[src/rtl/cpu_pipeline_ctrl.sv]
// Pipeline sequencer for the 5-stage MIPS core: load-use stalls, branch flushes,
// illegal-instruction exceptions, deferred interrupt injection and user/kernel mode.
module cpu_pipeline_ctrl (
  input  logic       clk,
  input  logic       reset,
  input  logic       id_valid,
  input  logic [5:0] id_opcode,
  input  logic [5:0] id_funct,
  input  logic [4:0] id_rs,
  input  logic [4:0] id_rt,
  input  logic       id_pc_super,
  input  logic       ex_memrd,
  input  logic [4:0] ex_rt,
  input  logic       ex_branch_taken,
  input  logic       irq,
  output logic       pc_write,
  output logic       ifid_write,
  output logic       ifid_flush,
  output logic       idex_flush,
  output logic       interrupt,
  output logic       exception,
  output logic [1:0] exc_sel,
  output logic       super_mode
);

  typedef enum logic {USER = 1'b0, SUPER = 1'b1} mode_t;

  localparam logic [1:0] SEL_NORMAL = 2'b00;
  localparam logic [1:0] SEL_IRQ    = 2'b01;
  localparam logic [1:0] SEL_EXC    = 2'b10;

  mode_t state;
  logic  pend;
  logic  illegal;
  logic  load_use;
  logic  safe;

  function automatic logic decode_illegal(input logic [5:0] op, input logic [5:0] fn);
    logic bad;
    bad = 1'b1;
    case (op)
      6'h00: begin
        case (fn)
          6'h00, 6'h02, 6'h03, 6'h08, 6'h09,
          6'h20, 6'h21, 6'h22, 6'h23, 6'h24, 6'h25, 6'h26, 6'h27,
          6'h2A:   bad = 1'b0;
          default: bad = 1'b1;
        endcase
      end
      6'h01, 6'h02, 6'h03, 6'h04, 6'h05, 6'h06, 6'h07,
      6'h08, 6'h09, 6'h0A, 6'h0B, 6'h0C, 6'h0D, 6'h0F,
      6'h23, 6'h2B: bad = 1'b0;
      default:      bad = 1'b1;
    endcase
    return bad;
  endfunction

  assign illegal  = id_valid & decode_illegal(id_opcode, id_funct);
  assign load_use = id_valid & ex_memrd & (ex_rt != 5'd0) &
                    ((ex_rt == id_rs) | (ex_rt == id_rt));
  assign safe     = id_valid & ~ex_branch_taken & ~load_use & ~illegal &
                    ~id_pc_super & (state == USER);

  // Combinational sequencing; reset overrides everything so the pipe holds bubbles
  always_comb begin
    pc_write   = 1'b1;
    ifid_write = 1'b1;
    ifid_flush = 1'b0;
    idex_flush = 1'b0;
    interrupt  = 1'b0;
    exception  = 1'b0;
    exc_sel    = SEL_NORMAL;
    if (!reset) begin
      pc_write   = 1'b0;
      ifid_write = 1'b0;
      ifid_flush = 1'b1;
      idex_flush = 1'b1;
    end else if (ex_branch_taken) begin
      ifid_flush = 1'b1;
      idex_flush = 1'b1;
    end else if (illegal) begin
      exception  = 1'b1;
      exc_sel    = SEL_EXC;
      ifid_flush = 1'b1;
    end else if (pend && safe) begin
      interrupt  = 1'b1;
      exc_sel    = SEL_IRQ;
      ifid_flush = 1'b1;
    end else if (load_use) begin
      pc_write   = 1'b0;
      ifid_write = 1'b0;
      idex_flush = 1'b1;
    end
  end

  // Mode FSM and pending-interrupt latch; injection clears pend even if irq is still high
  always_ff @(posedge clk or negedge reset) begin
    if (!reset) begin
      state <= USER;
      pend  <= 1'b0;
    end else begin
      if (interrupt)
        pend <= 1'b0;
      else if (irq)
        pend <= 1'b1;

      case (state)
        USER:    if (exception || interrupt) state <= SUPER;
        SUPER:   if (!exception && id_valid && !id_pc_super) state <= USER;
        default: state <= USER;
      endcase
    end
  end

  assign super_mode = (state == SUPER);

endmodule

[config.mk]
export PLATFORM = sky130hd
export DESIGN_NAME = cpu_pipeline_ctrl
export DESIGN_NICKNAME = d
export VERILOG_FILES = /design/src/rtl/cpu_pipeline_ctrl.sv
export SDC_FILE = /design/constraint.sdc
export NUM_CORES = 1
export LEC_CHECK = 0
export ABC_AREA = 1
export CORE_ASPECT_RATIO = 0.9
export CORE_UTILIZATION = 33
export DETAILED_ROUTE_END_ITERATION = 10
export PLACE_DENSITY = 0.79
export SYNTH_ARGS = -nofsm -noshare
export SYNTH_HDL_FRONTEND = slang
export SYNTH_SLANG_ARGS = --single-unit
[constraint.sdc]
create_clock -name clk -period 1.5 [get_ports clk]
set_clock_uncertainty 0.15 [all_clocks]
set_input_delay 0.15 -clock clk [delete_from_list [all_inputs] [get_ports clk]]
set_output_delay 0.15 -clock clk [all_outputs]
set_load 0.05 [all_outputs]
==> results.md <==
- Status: finished, violations left
- Violated checks: negative setup slack
- Wirelength per Cell: roughly 16 microns
- Slew Viols, Final: 0
- Post-synth cell types: 19
- Multi-input logic area: between 500 and 600 sq um
- Synth warn: 0
- Sequential Area: between 50 and 60 sq um
- Synth Area in Adders: 0%
- Initial Utilization: ~37%
- Largest net degree at the start of global routing: 6
- Final setup violating endpoints: 9
- Setup ws final: -208 ps
- First-pass DRT Iterations: 4
- Critical Path Fanout Max: 3
- Core box area: 1510 sq um
- Worst-Margin Slew: approximately 270 ps
- Fillers: 67
- Detailed-route via count: 963
- Multiplexer share of the synthesized area: 0%
- Synth Register Bits: 2
- Root buf cell: clkbuf_4
- Reg2reg end: pend
- P_int: roughly 360 uW
- Antenna cells: 0
- Worst hold path type: primary input to async pin
- Worst reg2reg setup slack: -40 ps
- Die footprint: ~1900 sq um
- First-pass GRT wire length: ~3.3 mm
- Area after DPL: 1120 sq um
- Worst-Skew Late Latency: between 200 and 250 ps
- Routed wire length: 2.99 mm
- Hold_ws: roughly 82 ps
- Clock transition at path regs: 40 ps
- Leak: about 0.72 nW
- Clk sinks: 2
- GRT overflow: 0
- Compound-Gate Fraction of Synth Area: 4.21%
- CP endpoint kind: output port
- Clock Path Buffers: 2
- CP Class: flop to output port
- Sequential power share: a little over a tenth
- # Max-Cap Violations: 0
- Syn Std Cell Area: between 500 and 600 sq um
- Chip height: 41.2 microns
- Post-synthesis simple-gate area fraction: slightly above 60%
- Number of I/O port buffers: 42
- Layout cells sized above 1: about two thirds
- Worst R2R Start: pend
- 1st-iter DRT viols: 16
- Worst Reg-to-Reg Cells: 7
- Hold Violations, Final: 0
- Max-slew headroom: between 80% and 90%
- Cells after DPL: ~180
- CTS tree: yes
- Final Cell Area: about 1400 sq um
- Clock power share: roughly a quarter
- Post-Synth XOR/XNOR Area: between 4 and 5%
- Worst vdd ir: between 0.3 and 0.4 mV
- Post-route insts no fill: approximately 190
- CTS Buf Count: 3
- H-tree Lvls: 1
- Area grow syn2layout: 145%
- FP Rows: 13
- NetSw: ~260 uW
- Total track usage: approximately 25%
- Post-synthesis sequential area ratio: approximately 8.9%
- Largest family of logic cells by synthesized area: simple AND/OR/NAND/NOR gates
- Period minus WS final: ~1700 ps
- Worst path arrival time: around 1400 ps
- DPL Wire Length: between 1.5 and 2 mm
- RSZ-0062 raised after global routing: yes
- Gate Count Post-Synth: 110
- Period utilization: 114%
- Initial antenna violation count: 0
- Mapped Nets: approximately 140
- Number of global-route vias before repair: around 860
- CP required: between 1000 and 1500 ps
- Worst setup startpoint: pend
- Sw frac: ~42%
- Drt drc: 0
- Hold_buf cts: 0
- Final GP Congestion: around 0.82
- Die X: 45.6 microns
- Startpoint types: flop
- # nets final: 204
- Routed vias/inst: just over 5
- Antenna Nets Post-Route: 0
- Fmax: about 590 MHz
- I/O Pins: 43
- Synthesized area per cell: a little over 5 sq um
- PD cells: about 440 nW/um^2
- Combinational power share: about 65%
metal layers:
| metal | track usage, % | wire, microns | vias up |
|---|---|---|---|
| met4 | 9.09 | 125 | 0 |
| met3 | 4.85 | 139 | 16 |
| li1 | - | - | 443 |
| met1 | 23.6 | 1070 | 455 |
| met2 | 54.3 | 1660 | 49 |
| met5 | 0 | 0 | - |
critical path: stages (launching register included):
cell,delay [ps]
dfrtp_1,370
inv_2,60
nor4_4,270
nand2_4,110
nor2_4,200
buf_12,160
cells in the final DEF (no fill, tap or decap):
cell type | netlist | final
dlygate4sd2_1 | 0 | 2
dlymetal6s2s_1 | 0 | 1
nand2_1 | 39 | 23
clkbuf_1 | 0 | 1
nand3_2 | 4 | 7
nand3b_1 | 1 | 1
inv_4 | 0 | 1
dfrtp_1 | 2 | 1
nor2_2 | 5 | 7
buf_12 | 0 | 7
clkdlybuf4s50_1 | 0 | 2
nor4_4 | 1 | 1
inv_2 | 2 | 12
clkbuf_4 | 0 | 3
clkinv_2 | 0 | 1
inv_1 | 21 | 10
xor2_1 | 1 | 1
buf_2 | 0 | 5
xnor2_1 | 2 | 1
nand4_1 | 2 | 2
o21ai_1 | 1 | 3
nand2_2 | 2 | 12
buf_8 | 0 | 6
nor2_4 | 0 | 5
nor2_1 | 15 | 8
nand2_4 | 0 | 6
dfrtp_2 | 0 | 1
clkbuf_2 | 0 | 5
xnor2_2 | 0 | 1
buf_6 | 0 | 18
a21oi_4 | 0 | 1
buf_4 | 3 | 11
clkinvlp_4 | 0 | 1
nand3_4 | 0 | 1
clkdlybuf4s15_1 | 0 | 1
stage by stage:
step | utilization (%) | setup TNS, ps | total power, mW | worst slack [ps]
2_1_floorplan | - | -462 | 0.208 | -231
3_3_place_gp | 73.9 | -3430 | 0.376 | -482
5_1_grt | 91.6 | -1560 | 0.645 | -248
6_report | 91.6 | -1130 | 0.615 | -208
4_1_cts | 77.3 | -870 | 0.526 | -197
3_5_place_dp | 73.9 | -3900 | 0.385 | -533
final cells by class:
cell class,instances,area share [%]
Sequential cell,2,3.70
Tap cell,22,1.99
Timing Repair Buffer,58,45.2
Inverter,25,7.32
Clock buffer,4,1.90
Multi-Input combinational cell,80,39.9
worst max path at each step:
stage,to,slack (ps),depth (start not counted)
after global routing,interrupt,-250,5
after floorplan,exc_sel[0],-230,4
after CTS,interrupt,-200,4
after detailed placement,pc_write,-530,11
final,interrupt,-210,5
after global placement,ifid_write,-480,11
sequential cells by signal, summed over array words and instances, names as in the netlist:
register	cells
pend	1
super_mode	1
synth_stat cells:
| library cell | n | area (sq um) |
|---|---|---|
| nand2_1 | 39 | 146 |
| xnor2_1 | 2 | 17.5 |
| a21oi_2 | 1 | 8.76 |
| clkinv_1 | 2 | 7.51 |
| buf_4 | 3 | 22.5 |
| nand4_1 | 2 | 12.5 |
| nor4_4 | 1 | 21.3 |
| nor2_1 | 15 | 56.3 |
| xor2_1 | 1 | 8.76 |
| inv_1 | 21 | 78.8 |
| nand3b_1 | 1 | 7.51 |
| nand3_1 | 4 | 20.0 |
| o21ai_0 | 2 | 10.0 |
| dfrtp_1 | 2 | 50.1 |
| nor2_2 | 5 | 31.3 |
| inv_2 | 2 | 7.51 |
| o21ai_1 | 1 | 5.00 |
| nand3_2 | 4 | 40.0 |
| nand2_2 | 2 | 12.5 |
power groups by stage:
stage,clock network (mW),registers [mW],logic [mW]
after global routing,0.158,0.0663,0.421
after detailed placement,0,0.0653,0.320
final,0.148,0.0658,0.401
after floorplan,0,0.0802,0.128
after global placement,0,0.0649,0.311
after CTS,0.140,0.0646,0.321
cells by family (layout without fill, tap and decap cells):
family / after synthesis / count (layout)
flops: 2 / 2
buf+inv: 28 / 87
compound gates: 4 / 4
xor+xnor: 3 / 3
simple gates: 73 / 73
timing repair:
item | 4_1_cts | 5_1_grt
buffers inserted | 4 | 6
resized for setup | 126 | 76
pin swaps | 35 | 36
endpoints found under the setup margin | 10 | 9
(Power assumes the default switching activity.)
==> RTL change (same settings) <==
Put a register stage on the output `exception`, cleared by the reset. The value now appears one clock later. The other outputs are not delayed to match.
--- a/src/rtl/cpu_pipeline_ctrl.sv
+++ b/src/rtl/cpu_pipeline_ctrl.sv
@@ -29,4 +29,6 @@
   localparam logic [1:0] SEL_IRQ    = 2'b01;
   localparam logic [1:0] SEL_EXC    = 2'b10;
+
+  logic exception_d;
 
   mode_t state;
@@ -69,5 +71,5 @@
     idex_flush = 1'b0;
     interrupt  = 1'b0;
-    exception  = 1'b0;
+    exception_d = 1'b0;
     exc_sel    = SEL_NORMAL;
     if (!reset) begin
@@ -80,5 +82,5 @@
       idex_flush = 1'b1;
     end else if (illegal) begin
-      exception  = 1'b1;
+      exception_d = 1'b1;
       exc_sel    = SEL_EXC;
       ifid_flush = 1'b1;
@@ -106,6 +108,6 @@
 
       case (state)
-        USER:    if (exception || interrupt) state <= SUPER;
-        SUPER:   if (!exception && id_valid && !id_pc_super) state <= USER;
+        USER:    if (exception_d || interrupt) state <= SUPER;
+        SUPER:   if (!exception_d && id_valid && !id_pc_super) state <= USER;
         default: state <= USER;
       endcase
@@ -115,4 +117,12 @@
   assign super_mode = (state == SUPER);
 
+  always_ff @(posedge clk or negedge reset) begin
+    if (!reset) begin
+      exception <= '0;
+    end else begin
+      exception <= exception_d;
+    end
+  end
+
 endmodule
 
Formal check against the unedited RTL: not equivalent (a bounded check fails within 4 cycles, from zero or initial values and one cycle with reset low).
==> RTL change against the original RTL <==
The flow still finishes with violations (negative setup slack). Final cell count increased by 1.6%. Design area down 8.0%. Synthesized cell count increased by 0.91%. Area after synthesis up 4.4%. Sequential cell count increased by 1. Die area grew 4.2%. Wire length decreased by 31%. Total power shrank 5.3%. Setup slack improved by 100 ps. Largest power group unchanged.
==> RTL change: results (changes against the original RTL) <==
- The run finished, with violations left.
- The checks that failed: negative setup slack.
- The reported leakage power came to 0.000693 uW (-4.4%).
- The half-perimeter wire length after detailed placement was 1.51 mm (-3.1%).
- Yosys attributes the largest share of cell area to nand2_1 25%, inv_1 13%, dfrtp_1 13%.
- The worst stage delay on the critical path was 350 ps (-20 ps).
- The first-pass GRT wire length is 3.30 mm (+0.64%).
- The non-filler instance count after layout is 194 (+1.6%).
- The share of power burned in the clock network is 24.6% (+0.6 points).
- The worst hold slack was 63.5 ps (-18.3 ps).
- The fraction of synthesis flops using an asynchronous set or reset pin is 100% (unchanged).
- The placed instance area was 1150 um2 (+3.1%).
- The final weighted congestion in routability-driven placement is 0.765 (-6.4%).
- The total number of nets in the final design is 205 (+0.49%).
- The fraction of layout cells with a size suffix above 1 is 52.9% (-13 points).
- The net count of the mapped netlist is 145 (+0.69%).
- The setup slack after placement was -505 ps (+27.7 ps).
- The number of endpoints failing setup at the final stage is 5 (-4).
- The sum of negative setup slack came to -435 ps (+700 ps).
- The via count of the first global-routing pass came to 914 (+6.5%).
- The endpoint identified for the worst register-to-register timing path is pend.
- The capture point of the worst path is interrupt.
- The setup slack of the most critical reg-to-reg path is 130 ps (+170 ps).
- The quantity of I/O buffers inserted on ports is 42 (unchanged).
- The sum of routed wire length over all layers is 2.06 mm (-31%).
- The overall global routing resource usage was 22.3% (-2.9 points).
- The worst path setup slack after routing was -107 ps (+101 ps).
- The worst-path maximum fanout is 3 (unchanged).
- The switching share of total power is 38.2% (-4.0 points).
- The final critical-path required period is 1610 ps (-101 ps).
- The initial DRC count was 9 (-7).
- The slew of the pin with the lowest slew margin came to 207 ps (-61.1 ps).
- The total power consumption of the routed design is 582 uW (-5.3%).
- The mean instance size in the synthesized netlist was 5.31 um2 (+3.5%).
[RTL change: cell types whose count changed after synthesis]
| cell | delta |
|---|---|
| dfrtp_1 | +1 |
[RTL change: cell families after synthesis]
kind of cell | count (synthesis) | share of synthesized area, %
buf+inv | 28 | 19.7
simple gates | 73 | 59.0
compound gates | 4 | 4.03
xor+xnor | 3 | 4.46
flops | 3 | 12.7
[RTL change: layout make-up]
type	instances	area (um2)
flip-flops and latches	3	76.3
multi-input cells	80	483
well taps	24	30.0
fillers	138	408
repair buffers	58	558
clock buffers	4	26.3
inverters	25	100
[RTL change: repair_timing]
| action | in CTS | in global routing |
|---|---|---|
| pin swaps | 38 | 22 |
| resized for setup | 126 | 24 |
| endpoints found under the setup margin | 9 | 7 |
| setup buffers | 5 | 3 |
[RTL change: per-layer routing]
metal / wire, um / GRT usage [%] / up-vias
met3: 147 / 6.47 / 6
met2: 1150 / 43.1 / 36
met4: 52 / 5.88 / 0
li1: - / - / 442
met1: 715 / 21.4 / 389
met5: 0 / 0 / -
